[src/rtl/joltage_stream_sequencer.sv]
// Byte-stream front end for joltage_calc_unit: parses digit lines, delays each
// digit by one so the last digit of a bank carries bank_end, and captures the total.
module joltage_stream_sequencer (
  input  logic        clk,
  input  logic        reset,
  input  logic [7:0]  rx_byte,
  input  logic        rx_valid,
  output logic        rx_ready,
  output logic [3:0]  joltage_out,
  output logic        joltage_out_valid,
  output logic        bank_end_out,
  output logic        end_of_puzzle_out,
  input  logic [15:0] total_in,
  input  logic        total_in_valid,
  output logic        calc_clear,
  output logic [15:0] result,
  output logic        result_valid,
  input  logic        result_ack,
  output logic [15:0] bank_count,
  output logic        format_error
);

  // state   | meaning
  // S_IDLE  | no digit held
  // S_HOLD  | one digit held in held_q
  // S_FLUSH | held digit already emitted as bank end, end strobe goes out next
  // S_FINAL | end strobe visible, total captured from calc unit
  // S_DONE  | result held for host
  // S_CLEAR | calc_clear pulse
  typedef enum logic [2:0] {
    S_IDLE, S_HOLD, S_FLUSH, S_FINAL, S_DONE, S_CLEAR
  } state_t;

  state_t      state_q, state_d;
  logic [3:0]  held_q, held_d;
  logic        accept;
  logic        is_digit, is_nl, is_cr, is_eot, is_illegal;
  logic        emit, emit_be, emit_eop;
  logic [3:0]  emit_val;
  logic        count_inc, capture, fe_set, fe_clr;

  assign rx_ready   = (state_q == S_IDLE) || (state_q == S_HOLD);
  assign accept     = rx_valid && rx_ready;
  assign is_digit   = (rx_byte >= 8'h31) && (rx_byte <= 8'h39);
  assign is_nl      = (rx_byte == 8'h0A);
  assign is_cr      = (rx_byte == 8'h0D);
  assign is_eot     = (rx_byte == 8'h04);
  assign is_illegal = !(is_digit || is_nl || is_cr || is_eot);

  always_comb begin
    state_d   = state_q;
    held_d    = held_q;
    emit      = 1'b0;
    emit_val  = 4'd0;
    emit_be   = 1'b0;
    emit_eop  = 1'b0;
    count_inc = 1'b0;
    capture   = 1'b0;
    fe_set    = 1'b0;
    fe_clr    = 1'b0;
    case (state_q)
      S_IDLE: begin
        if (accept) begin
          if (is_digit) begin
            held_d  = rx_byte[3:0];
            state_d = S_HOLD;
          end else if (is_eot) begin
            emit     = 1'b1;
            emit_eop = 1'b1;
            state_d  = S_FINAL;
          end else if (is_illegal) begin
            fe_set = 1'b1;
          end
        end
      end
      S_HOLD: begin
        if (accept) begin
          if (is_digit) begin
            emit     = 1'b1;
            emit_val = held_q;
            held_d   = rx_byte[3:0];
          end else if (is_nl || is_eot) begin
            emit      = 1'b1;
            emit_val  = held_q;
            emit_be   = 1'b1;
            count_inc = 1'b1;
            state_d   = is_eot ? S_FLUSH : S_IDLE;
          end else if (is_illegal) begin
            fe_set = 1'b1;
          end
        end
      end
      S_FLUSH: begin
        emit     = 1'b1;
        emit_eop = 1'b1;
        state_d  = S_FINAL;
      end
      S_FINAL: begin
        capture = total_in_valid;
        state_d = S_DONE;
      end
      S_DONE: begin
        if (result_ack) begin
          fe_clr  = 1'b1;
          state_d = S_CLEAR;
        end
      end
      S_CLEAR: state_d = S_IDLE;
      default: state_d = S_IDLE;
    endcase
  end

  always_ff @(posedge clk) begin
    if (!reset) begin
      state_q           <= S_IDLE;
      held_q            <= 4'd0;
      joltage_out       <= 4'd0;
      joltage_out_valid <= 1'b0;
      bank_end_out      <= 1'b0;
      end_of_puzzle_out <= 1'b0;
      result            <= 16'd0;
      result_valid      <= 1'b0;
      bank_count        <= 16'd0;
      format_error      <= 1'b0;
      calc_clear        <= 1'b1;
    end else begin
      state_q           <= state_d;
      held_q            <= held_d;
      joltage_out       <= emit_val;
      joltage_out_valid <= emit;
      bank_end_out      <= emit_be;
      end_of_puzzle_out <= emit_eop;
      calc_clear        <= (state_d == S_CLEAR);
      if (capture)
        result <= total_in;
      if (state_q == S_FINAL)
        result_valid <= 1'b1;
      else if (state_q == S_CLEAR)
        result_valid <= 1'b0;
      // count saturates rather than wrapping
      if (state_q == S_CLEAR)
        bank_count <= 16'd0;
      else if (count_inc && (bank_count != 16'hFFFF))
        bank_count <= bank_count + 16'd1;
      if (fe_set)
        format_error <= 1'b1;
      else if (fe_clr)
        format_error <= 1'b0;
    end
  end

endmodule

[config.mk]
export PLATFORM = sky130hd
export DESIGN_NAME = joltage_stream_sequencer
export DESIGN_NICKNAME = d
export VERILOG_FILES = /design/src/rtl/joltage_stream_sequencer.sv
export SDC_FILE = /design/constraint.sdc
export NUM_CORES = 1
export LEC_CHECK = 0
export CAP_MARGIN = 20
export CORE_MARGIN = 4
export CORE_UTILIZATION = 46
export DETAILED_ROUTE_END_ITERATION = 10
export PLACE_DENSITY = 0.81
export SKIP_LAST_GASP = 1
export SLEW_MARGIN = 0
export SYNTH_ARGS = -nofsm -noshare
export SYNTH_HDL_FRONTEND = slang
export SYNTH_SLANG_ARGS = --single-unit
[constraint.sdc]
create_clock -name clk -period 2.4 [get_ports clk]
set_input_delay 0.24 -clock clk [delete_from_list [all_inputs] [get_ports clk]]
set_output_delay 0.24 -clock clk [all_outputs]
set_load 0.02 [all_outputs]
* Word-level counts from Yosys, hierarchy flattened
Index checks and enable logic that the tools add are counted.
** Word-level totals
- Bits of input ports :: 29
- Word-level logic and storage cells :: 77
- Register bits :: 49
** Cells by class
- Bitwise operators :: 1
- Muxes and demuxes :: 37
- Order comparisons :: 2
- Reductions and logical operators :: 15
- $add $sub $neg :: 1
- Equality and inequality tests :: 10
** Operator list (number)
- two-way mux 1 bit :: 23
- two-way mux 3 bit :: 7
- adder 16 x 1 -> 16 bit, second input constant :: 1
- == test 8 x 4 -> 1 bit, second input constant :: 2
- inequality test 16 bit, second input constant :: 1
- case mux 3 bit (5 select lines) :: 1
- == test 3 bit, second input constant :: 3
- == test 8 x 3 -> 1 bit, second input constant :: 1
- >= comparator 8 x 6 -> 1 bit, second input constant :: 1
- less-or-equal comparator 8 x 6 -> 1 bit, second input constant :: 1
- two-way mux 4 bit :: 2
- == test 3 x 2 -> 1 bit, second input constant :: 2
- AND reduction 3 bit :: 2
- logical OR 1 bit :: 5
- case mux 1 bit (2 select lines) :: 2
- nonzero test 2 bit :: 2
- OR reduction 2 bit :: 2
- == test 3 x 1 -> 1 bit, second input constant :: 1
- logical AND 1 bit :: 3
- zero test 3 bit :: 1
- case mux 1 bit (3 select lines) :: 1
- two-way mux 2 bit :: 1
- NOT 1 bit :: 1

* Longest topological paths before layout
- Word-level depth :: 11
- Gate-level depth with buffers :: 7
- Mapped depth without buffers :: 5

* Least setup slack after synthesis
Ideal clock, no wire load.
- Kind :: reg2reg
- Start :: reg bank_count[1]
- End :: reg bank_count[13]
- Slack :: 418 ps
- Arrival :: 1856 ps
- Period minus slack after synthesis :: 1982 ps
- Stages on the path, launching flop included :: 8
- Cells stage by stage :: dfxtp_1 -> ha_1 -> and3_1 -> nor4bb_1 -> buf_2 -> buf_2 -> nor4_2 -> mux2i_1
** Between the ends
- Longest elaborated chain between the ends :: 2
- Elaborated cells on any way between the ends :: 3
- Classes of those cells :: add/sub: 1; eq/ne: 1; reduce/logical: 1
** Ends and longest elaborated chain
- start: declaration :: line 19 : output logic [15:0] bank_count,
- start signal: assignment :: line 144 : bank_count <= bank_count + 16'd1;
- branches (longest 2 deep; another with adder 16 x 1 -> 16 bit)
Several ways; the timed one is not identified.
A chain may end at the register's enable or synchronous reset.

* Worst setup path after layout
- Start :: in rx_byte[5]
- End :: reg bank_count[3]
** Between the ends
- Longest elaborated chain between the ends :: 7
- Elaborated cells on any way between the ends :: 11
- Classes of those cells :: order compare: 2; eq/ne: 2; mux: 4; reduce/logical: 3
** Ends and longest elaborated chain
- start: declaration :: line 6 : input logic [7:0] rx_byte,
- branches (longest 3 deep; another with >= comparator 8 x 6 -> 1 bit)
- two-way mux 1 bit * :: line 78 : if (is_digit) begin
- two-way mux 1 bit * :: line 77 : if (accept) begin
- two-way mux 1 bit * :: line 61 : case (state_q)
- logical AND 1 bit * :: line 143 : else if (count_inc && (bank_count != 16'hFFFF))
Every way passes the cells marked *.

==> results.json <==
{
  "max-vdd-ir-drop_uv": 339.5,
  "cts_buffers": 5,
  "power_density_mw_per_mm2": 446.1,
  "routabilityCongestion": 0.8220,
  "io_buffers": 71,
  "drcViolationCount": 0,
  "pre_cts_ws_ns": -0.1841,
  "synth_edf_count": 0,
  "cts_sinks": 49,
  "postRouteAntennaNets": 0,
  "outcome": "finished clean",
  "wl_mm": 5.685,
  "die_h_um": 77.19,
  "worst_slack_ns": 0.1162,
  "rsz0062_at_grt": "false",
  "finClkSkew_ns": 0.005942,
  "cp.arrival_ns": 2.52,
  "regArea_um2": 980.9,
  "cts_resized": 0,
  "worst-path-max-fanout": 15,
  "post_cts_buffers": 0,
  "grt_usage": 0.1938,
  "max_slew.worst_pin.slew_ns": 0.6138,
  "worst-r2r-setup-slack_ns": 0.43,
  "finalCritPeriodShare": 0.9516,
  "cts_tree": "built",
  "overflow": 0,
  "wl_per_cell_um": 14.54,
  "placed_cells": 383,
  "clock_latency_ns": 0.31,
  "cts_hold_buf": 0,
  "rows": 24,
  "async_reset_ff_frac": 0,
  "antenna_cells": 0,
  "fin_area_mm2": 0.003159,
  "fill_cells": 343,
  "drt_iter0_markers": 197,
  "antenna_found_initial": 0,
  "root_buffer": "clkbuf_8",
  "clock.fmax_mhz": 437.9,
  "final_common_cell": "clkdlybuf4s50_1",
  "ys.flop_type": "dfxtp_1",
  "report.final.slew_viol_count": 0,
  "yosys_warnings": 0,
  "die_x_um": 77.19,
  "ys_types": 39,
  "required_ns": 2.64,
  "fp.coreArea_mm2": 0.004504,
  "ys_seq_area_frac": 0.4455,
  "syn_nets": 286,
  "firstDrtPassIters": 4,
  "relSlewSlack": 0.5896,
  "syn_area_mm2": 0.002202,
  "clkTransAtPathRegs_ns": 0.09,
  "syn_area_per_cell_um2": 8.602,
  "clk_path_buf_depth": 2,
  "fin_cells": 391,
  "layout_common_cells": "71 x clkdlybuf4s50_1, 49 x dfxtp_1, 48 x nand2_1, 27 x a21oi_1, 16 x buf_4",
  "start_util": 0.4889,
  "syn2layout_area_growth_pct": 43.47,
  "placed_area_mm2": 0.003073,
  "grt_max_degree": 23,
  "hold_viol_final": 0,
  "ios": 72,
  "drive_gt1_frac": 0.09440,
  "p_leak_nw": 1.096,
  "die_area_mm2": 0.005958,
  "dpl.hpwl_mm": 4.207,
  "num_vias": 2177,
  "htreeDepth": 2,
  "grt_first_pass_wirelength_mm": 9.535,
  "yosys_register_bits": 49,
  "hold_class": "reg2reg",
  "drv_cap": 0,
  "fin_crit_ns": 2.284,
  "final_nets": 368,
  "postSynthCellCount": 256,
  "setup_viol": 0,
  "crit_path_end_kind": "flop",
  "crit_path_start_kind": "input pin",
  "multiInputGateArea_mm2": 0.001161,
  "drt-vias-per-instance": 5.568,
  "grt_pass1_vias": 1986,
  "path_class": "in2reg"
}
==> cell usage after synthesis, types with 2 or more instances <==
master | count | area, µm²
o211ai_1 | 2 | 15.01
nand2_1 | 48 | 180.2
o21ai_0 | 8 | 40.04
and4_1 | 3 | 26.28
inv_1 | 3 | 11.26
nor3_1 | 2 | 10.01
nor4bb_1 | 2 | 20.02
o31ai_1 | 7 | 52.55
nor4_1 | 3 | 18.77
or4_1 | 7 | 52.55
and2_1 | 4 | 25.02
mux2i_1 | 13 | 130.1
nor2_1 | 9 | 33.78
nand2b_1 | 10 | 62.56
clkbuf_1 | 9 | 33.78
nor4_2 | 5 | 62.56
dfxtp_1 | 49 | 980.9
a21o_1 | 2 | 15.01
and3_1 | 4 | 25.02
nor2b_1 | 4 | 25.02
nand4_1 | 7 | 43.79
buf_2 | 3 | 15.01
a21oi_1 | 27 | 135.1
nand3_1 | 10 | 50.05
==> path summary, 6_finish.rpt <==
kind	end	startpoint	depth (start not counted)
min reg2reg	result[0]	result[0]	2
max	bank_count[3]	rx_byte[5]	6
min	result[0]	result[0]	2
max reg2reg	bank_count[3]	bank_count[0]	6
==> metal layers <==
layer  up-vias  routed length, µm  global-route usage
met1       994               2584              0.2545
met4         0                 72             0.05338
met5         -                  0                   0
li1       1090                  -                   -
met2        83               2690              0.3169
met3        10                337             0.04567
==> per-stage QoR <==
step	utilization	hold slack [ns]	setup TNS [ns]	total power (W)
after floorplan	-	0.3162	0	0.0008673
after global placement	0.6822	0.4349	-1.690	0.0009422
after detailed placement	0.6822	0.4457	-1.933	0.0009431
after CTS	0.7014	0.4590	0	0.001419
after global routing	0.7014	0.4722	0	0.001472
final	0.7014	0.4567	0	0.001409
==> area by class of cell <==
cell class / count / area share
multi-input cells: 190 / 0.3675
flip-flops and latches: 49 / 0.3105
repair buffers: 88 / 0.2693
clock buffers: 6 / 0.02297
well taps: 52 / 0.02059
inverters: 4 / 0.004752
clock inverters: 2 / 0.004356
==> registers in the layout, indices dropped and copies added (netlist names) <==
signal and cells:
bank_count 16, result 16, held_q 4, joltage_out 4, state_q 3, bank_end_out 1, calc_clear 1, end_of_puzzle_out 1
format_error 1, joltage_out_valid 1, result_valid 1
==> where the power goes <==
part	switching, W	internal (W)	leakage [nW]
Clock	0.000276	0.000208	0.0456
Combinational	0.0000456	0.0000630	0.655
Sequential	0.00000110	0.000815	0.395
==> cells by family (layout without fill, tap and decap cells) <==
| group | count (synthesis) | in the layout | share of synthesized area |
|---|---|---|---|
| mux | 13 | 13 | 0.05909 |
| compound gates | 51 | 51 | 0.1364 |
| simple gates | 125 | 125 | 0.3193 |
| buf+inv | 17 | 100 | 0.03409 |
| fa+ha+maj | 1 | 1 | 0.005681 |
| flops | 49 | 49 | 0.4455 |
==> worst max-delay path, cell delays in order <==
cell	delay, ns
clkdlybuf4s50_1	0.45
or4_4	0.55
a2111o_1	0.42
buf_4	0.19
or4_1	0.52
a21oi_1	0.15
Power figures use the tool's default switching activity.
